$ cat config.mk
export PLATFORM = sky130hd
export DESIGN_NAME = cfu_resolve_unit
export DESIGN_NICKNAME = d
export VERILOG_FILES = /design/src/rtl/cfu_resolve_unit.sv
export SDC_FILE = /design/constraint.sdc
export NUM_CORES = 1
export LEC_CHECK = 0
export ABC_CLOCK_PERIOD_IN_PS = 4200
export CAP_MARGIN = 20
export CORE_ASPECT_RATIO = 0.8
export CORE_UTILIZATION = 30
export CTS_CLUSTER_SIZE = 25
export DETAILED_ROUTE_END_ITERATION = 8
export HOLD_SLACK_MARGIN = 0.12
export SLEW_MARGIN = 10
export SYNTH_ARGS = -nofsm -noshare
export SYNTH_HDL_FRONTEND = slang
export SYNTH_SLANG_ARGS = --single-unit
$ cat constraint.sdc
create_clock -name clk -period 4.2 [get_ports clk]
set_input_delay 1.05 -clock clk [delete_from_list [all_inputs] [get_ports clk]]
set_output_delay 1.05 -clock clk [all_outputs]
set_load 0.05 [all_outputs]
$ cat src/rtl/cfu_resolve_unit.sv
`default_nettype none
// ============================================================================
// Module   : cfu_resolve_unit
// Brief    : Execute-stage branch/jump resolution with registered redirect,
//            two-cycle front-end flush, 2-bit BHT and event counters.
// Revision : 1.0 - initial release
// ============================================================================
module cfu_resolve_unit #(
    parameter int XLEN        = 32,
    parameter int BHT_ENTRIES = 16
) (
    input  logic            clk,
    input  logic            rst_n,
    input  logic            ex_valid_i,
    input  logic            stall_i,
    input  logic [3:0]      ex_cfuop_i,
    input  logic [XLEN-1:0] ex_pc_i,
    input  logic [XLEN-1:0] ex_rs1_i,
    input  logic [XLEN-1:0] ex_rs2_i,
    input  logic [XLEN-1:0] ex_imm_i,
    input  logic            ex_pred_taken_i,
    input  logic [XLEN-1:0] ex_pred_target_i,
    input  logic [XLEN-1:0] if_pc_i,
    output logic            if_pred_taken_o,
    output logic [XLEN-1:0] link_o,
    output logic            redirect_o,
    output logic [XLEN-1:0] redirect_pc_o,
    output logic            flush_o,
    output logic [31:0]     branch_cnt_o,
    output logic [31:0]     mispredict_cnt_o
);

    localparam int IDXW = $clog2(BHT_ENTRIES);

    localparam logic [3:0] c_OP_BEQ  = 4'd1;
    localparam logic [3:0] c_OP_BNE  = 4'd2;
    localparam logic [3:0] c_OP_BLT  = 4'd3;
    localparam logic [3:0] c_OP_BGE  = 4'd4;
    localparam logic [3:0] c_OP_BLTU = 4'd5;
    localparam logic [3:0] c_OP_BGEU = 4'd6;
    localparam logic [3:0] c_OP_JAL  = 4'd7;
    localparam logic [3:0] c_OP_JALR = 4'd8;

    typedef enum logic [1:0] {
        S_IDLE     = 2'd0,
        S_REDIRECT = 2'd1,
        S_SQUASH   = 2'd2
    } state_t;

    state_t          r_state;
    state_t          w_state_next;
    logic [1:0]      r_bht [BHT_ENTRIES];
    logic [XLEN-1:0] r_redirect_pc;
    logic [31:0]     r_branch_cnt;
    logic [31:0]     r_mispredict_cnt;

    logic [XLEN-1:0] w_link;
    logic [XLEN-1:0] w_br_target;
    logic [XLEN-1:0] w_jalr_sum;
    logic [XLEN-1:0] w_target;
    logic [XLEN-1:0] w_correct_pc;
    logic            w_taken;
    logic            w_is_cond;
    logic            w_is_jump;
    logic            w_eval;
    logic            w_mispredict;
    logic [IDXW-1:0] w_ex_idx;
    logic [IDXW-1:0] w_if_idx;
    logic [1:0]      w_ex_ctr;
    logic            w_unused;

    assign w_link      = ex_pc_i + XLEN'(4);
    assign w_br_target = ex_pc_i + ex_imm_i;
    assign w_jalr_sum  = ex_rs1_i + ex_imm_i;
    assign w_ex_idx    = ex_pc_i[IDXW+1:2];
    assign w_if_idx    = if_pc_i[IDXW+1:2];
    assign w_ex_ctr    = r_bht[w_ex_idx];
    assign w_unused    = &{1'b0, ex_pc_i[1:0], if_pc_i[1:0], w_jalr_sum[0]};

    always_comb begin
        w_taken   = 1'b0;
        w_is_cond = 1'b0;
        w_is_jump = 1'b0;
        w_target  = w_br_target;
        case (ex_cfuop_i)
            c_OP_BEQ:  begin w_is_cond = 1'b1; w_taken = (ex_rs1_i == ex_rs2_i); end
            c_OP_BNE:  begin w_is_cond = 1'b1; w_taken = (ex_rs1_i != ex_rs2_i); end
            c_OP_BLT:  begin w_is_cond = 1'b1; w_taken = ($signed(ex_rs1_i) <  $signed(ex_rs2_i)); end
            c_OP_BGE:  begin w_is_cond = 1'b1; w_taken = ($signed(ex_rs1_i) >= $signed(ex_rs2_i)); end
            c_OP_BLTU: begin w_is_cond = 1'b1; w_taken = (ex_rs1_i <  ex_rs2_i); end
            c_OP_BGEU: begin w_is_cond = 1'b1; w_taken = (ex_rs1_i >= ex_rs2_i); end
            c_OP_JAL:  begin w_is_jump = 1'b1; w_taken = 1'b1; end
            c_OP_JALR: begin
                w_is_jump = 1'b1;
                w_taken   = 1'b1;
                w_target  = {w_jalr_sum[XLEN-1:1], 1'b0};
            end
            default: ;
        endcase
    end

    assign w_eval       = (r_state == S_IDLE) && ex_valid_i && !stall_i;
    assign w_mispredict = (w_taken != ex_pred_taken_i) ||
                          (w_taken && (w_target != ex_pred_target_i));
    assign w_correct_pc = w_taken ? w_target : w_link;

    always_comb begin
        w_state_next = r_state;
        case (r_state)
            S_IDLE:     if (w_eval && w_mispredict) w_state_next = S_REDIRECT;
            S_REDIRECT: w_state_next = S_SQUASH;
            S_SQUASH:   w_state_next = S_IDLE;
            default:    w_state_next = S_IDLE;
        endcase
    end

    always_ff @(posedge clk or negedge rst_n) begin
        if (!rst_n) begin
            r_state <= S_IDLE;
        end else begin
            r_state <= w_state_next;
        end
    end

    always_ff @(posedge clk or negedge rst_n) begin
        if (!rst_n) begin
            r_redirect_pc    <= '0;
            r_branch_cnt     <= '0;
            r_mispredict_cnt <= '0;
        end else if (w_eval) begin
            if (w_mispredict) begin
                r_redirect_pc    <= w_correct_pc;
                r_mispredict_cnt <= r_mispredict_cnt + 32'd1;
            end
            if (w_is_cond || w_is_jump) begin
                r_branch_cnt <= r_branch_cnt + 32'd1;
            end
        end
    end

    // Saturating 2-bit counters; only conditional branches train the table.
    always_ff @(posedge clk or negedge rst_n) begin
        if (!rst_n) begin
            for (int i = 0; i < BHT_ENTRIES; i++) begin
                r_bht[i] <= 2'b01;
            end
        end else if (w_eval && w_is_cond) begin
            if (w_taken) begin
                if (w_ex_ctr != 2'b11) r_bht[w_ex_idx] <= w_ex_ctr + 2'd1;
            end else begin
                if (w_ex_ctr != 2'b00) r_bht[w_ex_idx] <= w_ex_ctr - 2'd1;
            end
        end
    end

    assign if_pred_taken_o  = r_bht[w_if_idx][1];
    assign link_o           = w_link;
    assign redirect_o       = (r_state == S_REDIRECT);
    assign flush_o          = (r_state != S_IDLE);
    assign redirect_pc_o    = r_redirect_pc;
    assign branch_cnt_o     = r_branch_cnt;
    assign mispredict_cnt_o = r_mispredict_cnt;

endmodule
`default_nettype wire
==> After elaboration in Yosys (flattened, before gate mapping) <==
Index checks and enable logic that the tools add are counted.
Widths: inputs -> output; s select.
{ "word_totals": {"mem_bits_rw": 0, "inputBits": 201, "romBits": 0, "out_inout_bits": 131, "reg_bits": 130, "latch_bits": 0, "n_memories": 0} }
{ "classes": {"n_reduce_logical": 18, "n_mul": 0, "bitwise_logic": 2, "addsub": 7, "order_cmp": 7, "eq_ne": 16, "mux": 20, "shift": 0, "n_div": 0} }
{ "ops": {"columns": ["operator", "n"], "rows": [
  ["$mux 32", 5],
  ["$add 32x1->32 const B", 2],
  ["$add 32x32->32", 2],
  ["$bwmux 32", 2],
  ["$ge 32x32->1", 2],
  ["$lt 32x32->1", 2],
  ["$ne 32x32->1", 2],
  ["$add 32x3->32 const B", 1],
  ["$eq 32x32->1", 1],
  ["$bmux 2 s4", 2],
  ["$eq 4x3->1 const B", 4],
  ["$mux 2", 6],
  ["$ge 5x5->1 const B", 2],
  ["$not 4->5", 2],
  ["$demux 2 s4", 1],
  ["$eq 4x2->1 const B", 2],
  ["$pmux 1 s7", 1],
  ["$logic_and 1x1->1", 6],
  ["$reduce_bool 2->1", 3],
  ["$reduce_or 6->1", 1],
  ["$lt 5x1->1 const B", 1],
  ["$eq 4x1->1 const B", 1],
  ["$eq 4x4->1 const B", 1],
  ["$ne 2x1->1 const B", 2],
  ["13 further kinds", 16]
]} }

==> Longest topological paths before layout <==
{ "logic_depth": {"depth_word": 8, "depth_mapped": 18, "mapped_depth_nobuf": 14} }

==> Least setup slack after synthesis <==
OpenSTA, ideal clock, no wires.
{ "synth_timing": {"path_type": "input-to-reg", "from": "in ex_pc_i[0]", "to": "reg r_mispredict_cnt[1], in the netlist mispredict_cnt_o[1]", "required_ns": 4.072, "arrival_time_ns": 4.716, "path_buffers": 3, "slack_ns": -0.644, "setup_ns": 0.128, "cell_stages": 17, "path_cell_list": "ha_1 fa_1 a211oi_1 o21ai_1 a211oi_2 o21ai_1 mux2i_1 o21ai_0 or3b_2 o2bb2ai_1 nor4_1 and4_1 buf_4 or2_2 buf_6 buf_12 mux2_1"} }
{ "synth_via": {"elab_chain_cells": 6} }
{ "synth_lines": {"columns": ["element", "line_no", "rtl"], "rows": [
  ["from (decl)", "17", "input logic [XLEN-1:0] ex_pc_i,"],
  ["$add 32x32->32", "73", "assign w_br_target = ex_pc_i + ex_imm_i;"],
  ["$mux 32", "85", "case (ex_cfuop_i)"],
  ["$ne 32x32->1", "104", "(w_taken && (w_target != ex_pred_target_i));"],
  ["$logic_and 1x1->1", "104", null],
  ["$logic_or 1x1->1", "103", "assign w_mispredict = (w_taken != ex_pred_taken_i) ||"],
  ["$reduce_and 2->1 (no source line)", null, null],
  ["to (signal assigned)", "133", "r_mispredict_cnt <= r_mispredict_cnt + 32'd1;"],
  ["to (decl)", "55", "logic [31:0] r_mispredict_cnt;"]
]} }
Every way passes these cells.
A chain may end at the register's enable or synchronous reset.

==> Worst setup path after layout <==
{ "layout_timing": {"from": "in ex_pc_i[22]", "to": "reg r_redirect_pc[20], in the netlist redirect_pc_o[20]"} }
{ "layout_via": {"elab_chain_cells": 6} }
{ "layout_lines": {"columns": ["element", "line_no", "rtl"], "rows": [
  ["$add 32x32->32", "73", null],
  ["$mux 32", "85", null],
  ["$ne 32x32->1", "104", null],
  ["$logic_and 1x1->1", "104", null],
  ["$logic_or 1x1->1", "103", null],
  ["$reduce_and 2->1 (no source line)", null, null],
  ["to (signal assigned)", "132", "r_redirect_pc <= w_correct_pc;"],
  ["to (decl)", "53", "logic [XLEN-1:0] r_redirect_pc;"]
]} }
Every way passes these cells.

==> results.cfg <==
[status]
status = complete, but fails checks
violations = negative setup slack

[detailed_routing]
dr.pass1.iters = 6
vias_per_cell = 5.33
wl_per_cell_um = 20.4
postRouteAntennaNets = 0
drt_wl_total_mm = 59.2
num_vias = 15500
drt_iter0_drc = 1199
drc = 0

[cells_and_area]
fin_area_mm2 = 0.0232
layout.cells.non_filler = 2911
nets = 2648
layout_common_cells = 501 x buf_4, 178 x clkdlybuf4s50_1, 135 x nand2_1
layout_commonest_cell = buf_4
post-route-util_pct = 54.9
drive_above_1_share_pct = 40.9
syn_to_final_growth_pct = 78.3
fill_cells = 3782

[yosys]
synth_top_family_by_area = simple AND/OR/NAND/NOR gates
ys_seq_area_share_pct = 25.1
yosys_warnings = 0
synthSimpleGateAreaFrac_pct = 22.4
syn_area_per_cell_um2 = 8.35
async_flop_share_pct = 100
synth_area_mm2 = 0.0130
synth_edf_count = 0
synthDistinctLibCells = 88
synth-xor-area-share_pct = 11.7
syn-num-nets = 1863
postSynthCellCount = 1559
synth_ff_type = dfrtp_1
synth-seq-cells = 130
yosys-mux-area-fraction_pct = 7.12
synth-adder-area-share_pct = 10.0
synth_compound_area_share_pct = 18.8

[cts]
clk_latency_ns = 0.43
cts_tree = done
cts_buffers = 17
hold_buffers = 0
cts_buffer_depth = 2
clock-sinks = 130
cts_root_buf = clkbuf_16
h-tree-depth = 4
clkTransAtPathRegs_ns = 0.06

[flow_run]
cap_violations = 0

[worst_setup_path]
crit_path_start_kind = primary input
crit_type = in2reg
worstPathRequired_ns = 4.51
crit_fanout = 6
crit_path_end_kind = flip-flop
cp.arrival_ns = 5.16

[sta]
hold_viol = 0
period_needed_ns = 4.85
period_share_pct = 116
layout_setup_ws_ns = -0.652
fmax_ghz = 0.206
fin_skew_ns = 0.0104
slew_violations = 0
worstMarginPinSlew_ns = 0.641
relSlewSlack_pct = 57.3
final-setup-viol-count = 65
rsz0062_at_grt = true

[floorplan]
die_w_um = 235
pin_count = 332
die_h_um = 188
coreArea_mm2 = 0.0423
rows = 67
initial_utilization_pct = 30.8
dieArea_mm2 = 0.0443

[pwr]
p_leak_nw = 10.4
swShare_pct = 41.6
vdd_drop_max_mv = 0.428
power_frac_seq_pct = 23.7
p_sw_mw = 2.91
clkPwrFrac_pct = 21.7
comb_power_share_pct = 54.6
power_density_mw_per_mm2 = 301
intPower_mw = 4.08
power_mw = 6.99

[global_routing]
grt.total_usage_pct = 25.8
antenna_found_initial = 8
grt_max_degree = 82
grt_pass1_wl_mm = 88.0
grt_overflow = 0
grt_pass1_vias = 15400

[placement]
portBuffers = 303
dpl_worst_slack_ns = -1.61
place.gp.congestion = 0.966
dp_hpwl_mm = 46.5
place_area_mm2 = 0.0205
dp_cells = 2781

[min_path]
hold_class = reg2reg
worst max-delay path, stage by stage:
cell             delay (ns)
clkdlybuf4s50_1        0.57
ha_4                   0.25
a21oi_2                0.20
o21ai_0                0.15
a41oi_2                0.20
o31ai_2                0.10
buf_4                  0.16
or4_1                  0.48
o211ai_1               0.15
mux2i_1                0.24
nand4b_1               0.24
nor4_4                 0.37
and4_4                 0.28
or2_4                  0.14
buf_12                 0.13
buf_8                  0.13
mux2_4                 0.30
power by group through the flow:
stage                     registers, mW  clock network [mW]  logic [mW]
after floorplan                    2.14                   0        1.27
after global placement             1.66                   0        3.35
after detailed placement           1.67                   0        3.38
after CTS                          1.65                1.54        3.67
after global routing               1.68                1.61        4.03
final                              1.65                1.52        3.81
per-stage QoR:
stage	TNS, ns	hold slack [ns]
3_5_place_dp	-139.45	0.444
6_report	-36.78	0.455
3_3_place_gp	-130.21	0.431
2_1_floorplan	-10.65	0.418
4_1_cts	-26.59	0.452
5_1_grt	-41.43	0.461
cell type report:
type	instances	area [µm²]	area share (%)
clock inverters	14	168	0.722
flip-flops and latches	130	3270	14.1
well taps	552	691	2.97
clock buffers	18	429	1.85
inverters	64	240	1.03
multi-input cells	1279	10800	46.5
repair buffers	852	7610	32.8
diodes	2	5.00	0.0215
cell usage after synthesis, types with 21 or more instances:
cell | count | share of area [%]
xnor2_1 | 86 | 5.8
xor2_1 | 73 | 4.9
nor3_1 | 45 | 1.7
inv_1 | 64 | 1.8
mux2_2 | 22 | 1.9
o21ai_0 | 110 | 4.2
and2_1 | 21 | 1.0
nor2_1 | 103 | 3.0
nand2_1 | 138 | 4.0
clkbuf_1 | 58 | 1.7
and3_1 | 31 | 1.5
a21oi_1 | 78 | 3.0
nand3_1 | 58 | 2.2
mux2i_1 | 27 | 2.1
ha_1 | 101 | 9.7
a21o_1 | 23 | 1.3
dfrtp_1 | 114 | 22
nand4_1 | 66 | 3.2
worst paths after layout:
path                                     start                    to  slack (ns)  depth (start not counted)
hold / removal                      r_state[1]            r_state[1]        0.45                          1
max in group asynchronous                rst_n             async pin        2.65                          2
hold reg to reg                     r_state[1]            r_state[1]        0.45                          1
setup / recovery                   ex_pc_i[22]     redirect_pc_o[20]       -0.65                         17
setup reg to reg           mispredict_cnt_o[8]  mispredict_cnt_o[31]        1.08                         12
min in group asynchronous                rst_n      branch_cnt_o[25]        0.65                          1
cell families (layout without fill, tap and decap cells):
family                   count (synthesis)  count (layout)
AND/OR/NAND/NOR                        565             565
AO/OA/AOI/OAI                          377             377
XOR/XNOR                               165             165
buffers and inverters                  150             948
flip-flops                             130             130
adder cells (fa/ha/maj)                103             103
multiplexers                            69              69
other                                    0               2
repair_timing:
action / 4_1_cts / 5_1_grt
gates resized for setup: 385 / 143
endpoints found under the setup margin: 118 / 105
pin swaps: 109 / 55
buffers inserted: 70 / 24
gates cloned: 0 / 8
layer usage:
| layer | track usage [%] | part of all wire [%] | vias up |
|---|---|---|---|
| met5 | 0 | 0.13 | - |
| met4 | 10.7 | 4.3 | 12 |
| met3 | 6.64 | 7.8 | 138 |
| met2 | 40.0 | 43 | 635 |
| met1 | 34.1 | 44 | 7393 |
| li1 | - | - | 7326 |
Note: power is estimated with default switching activity, not from simulation.
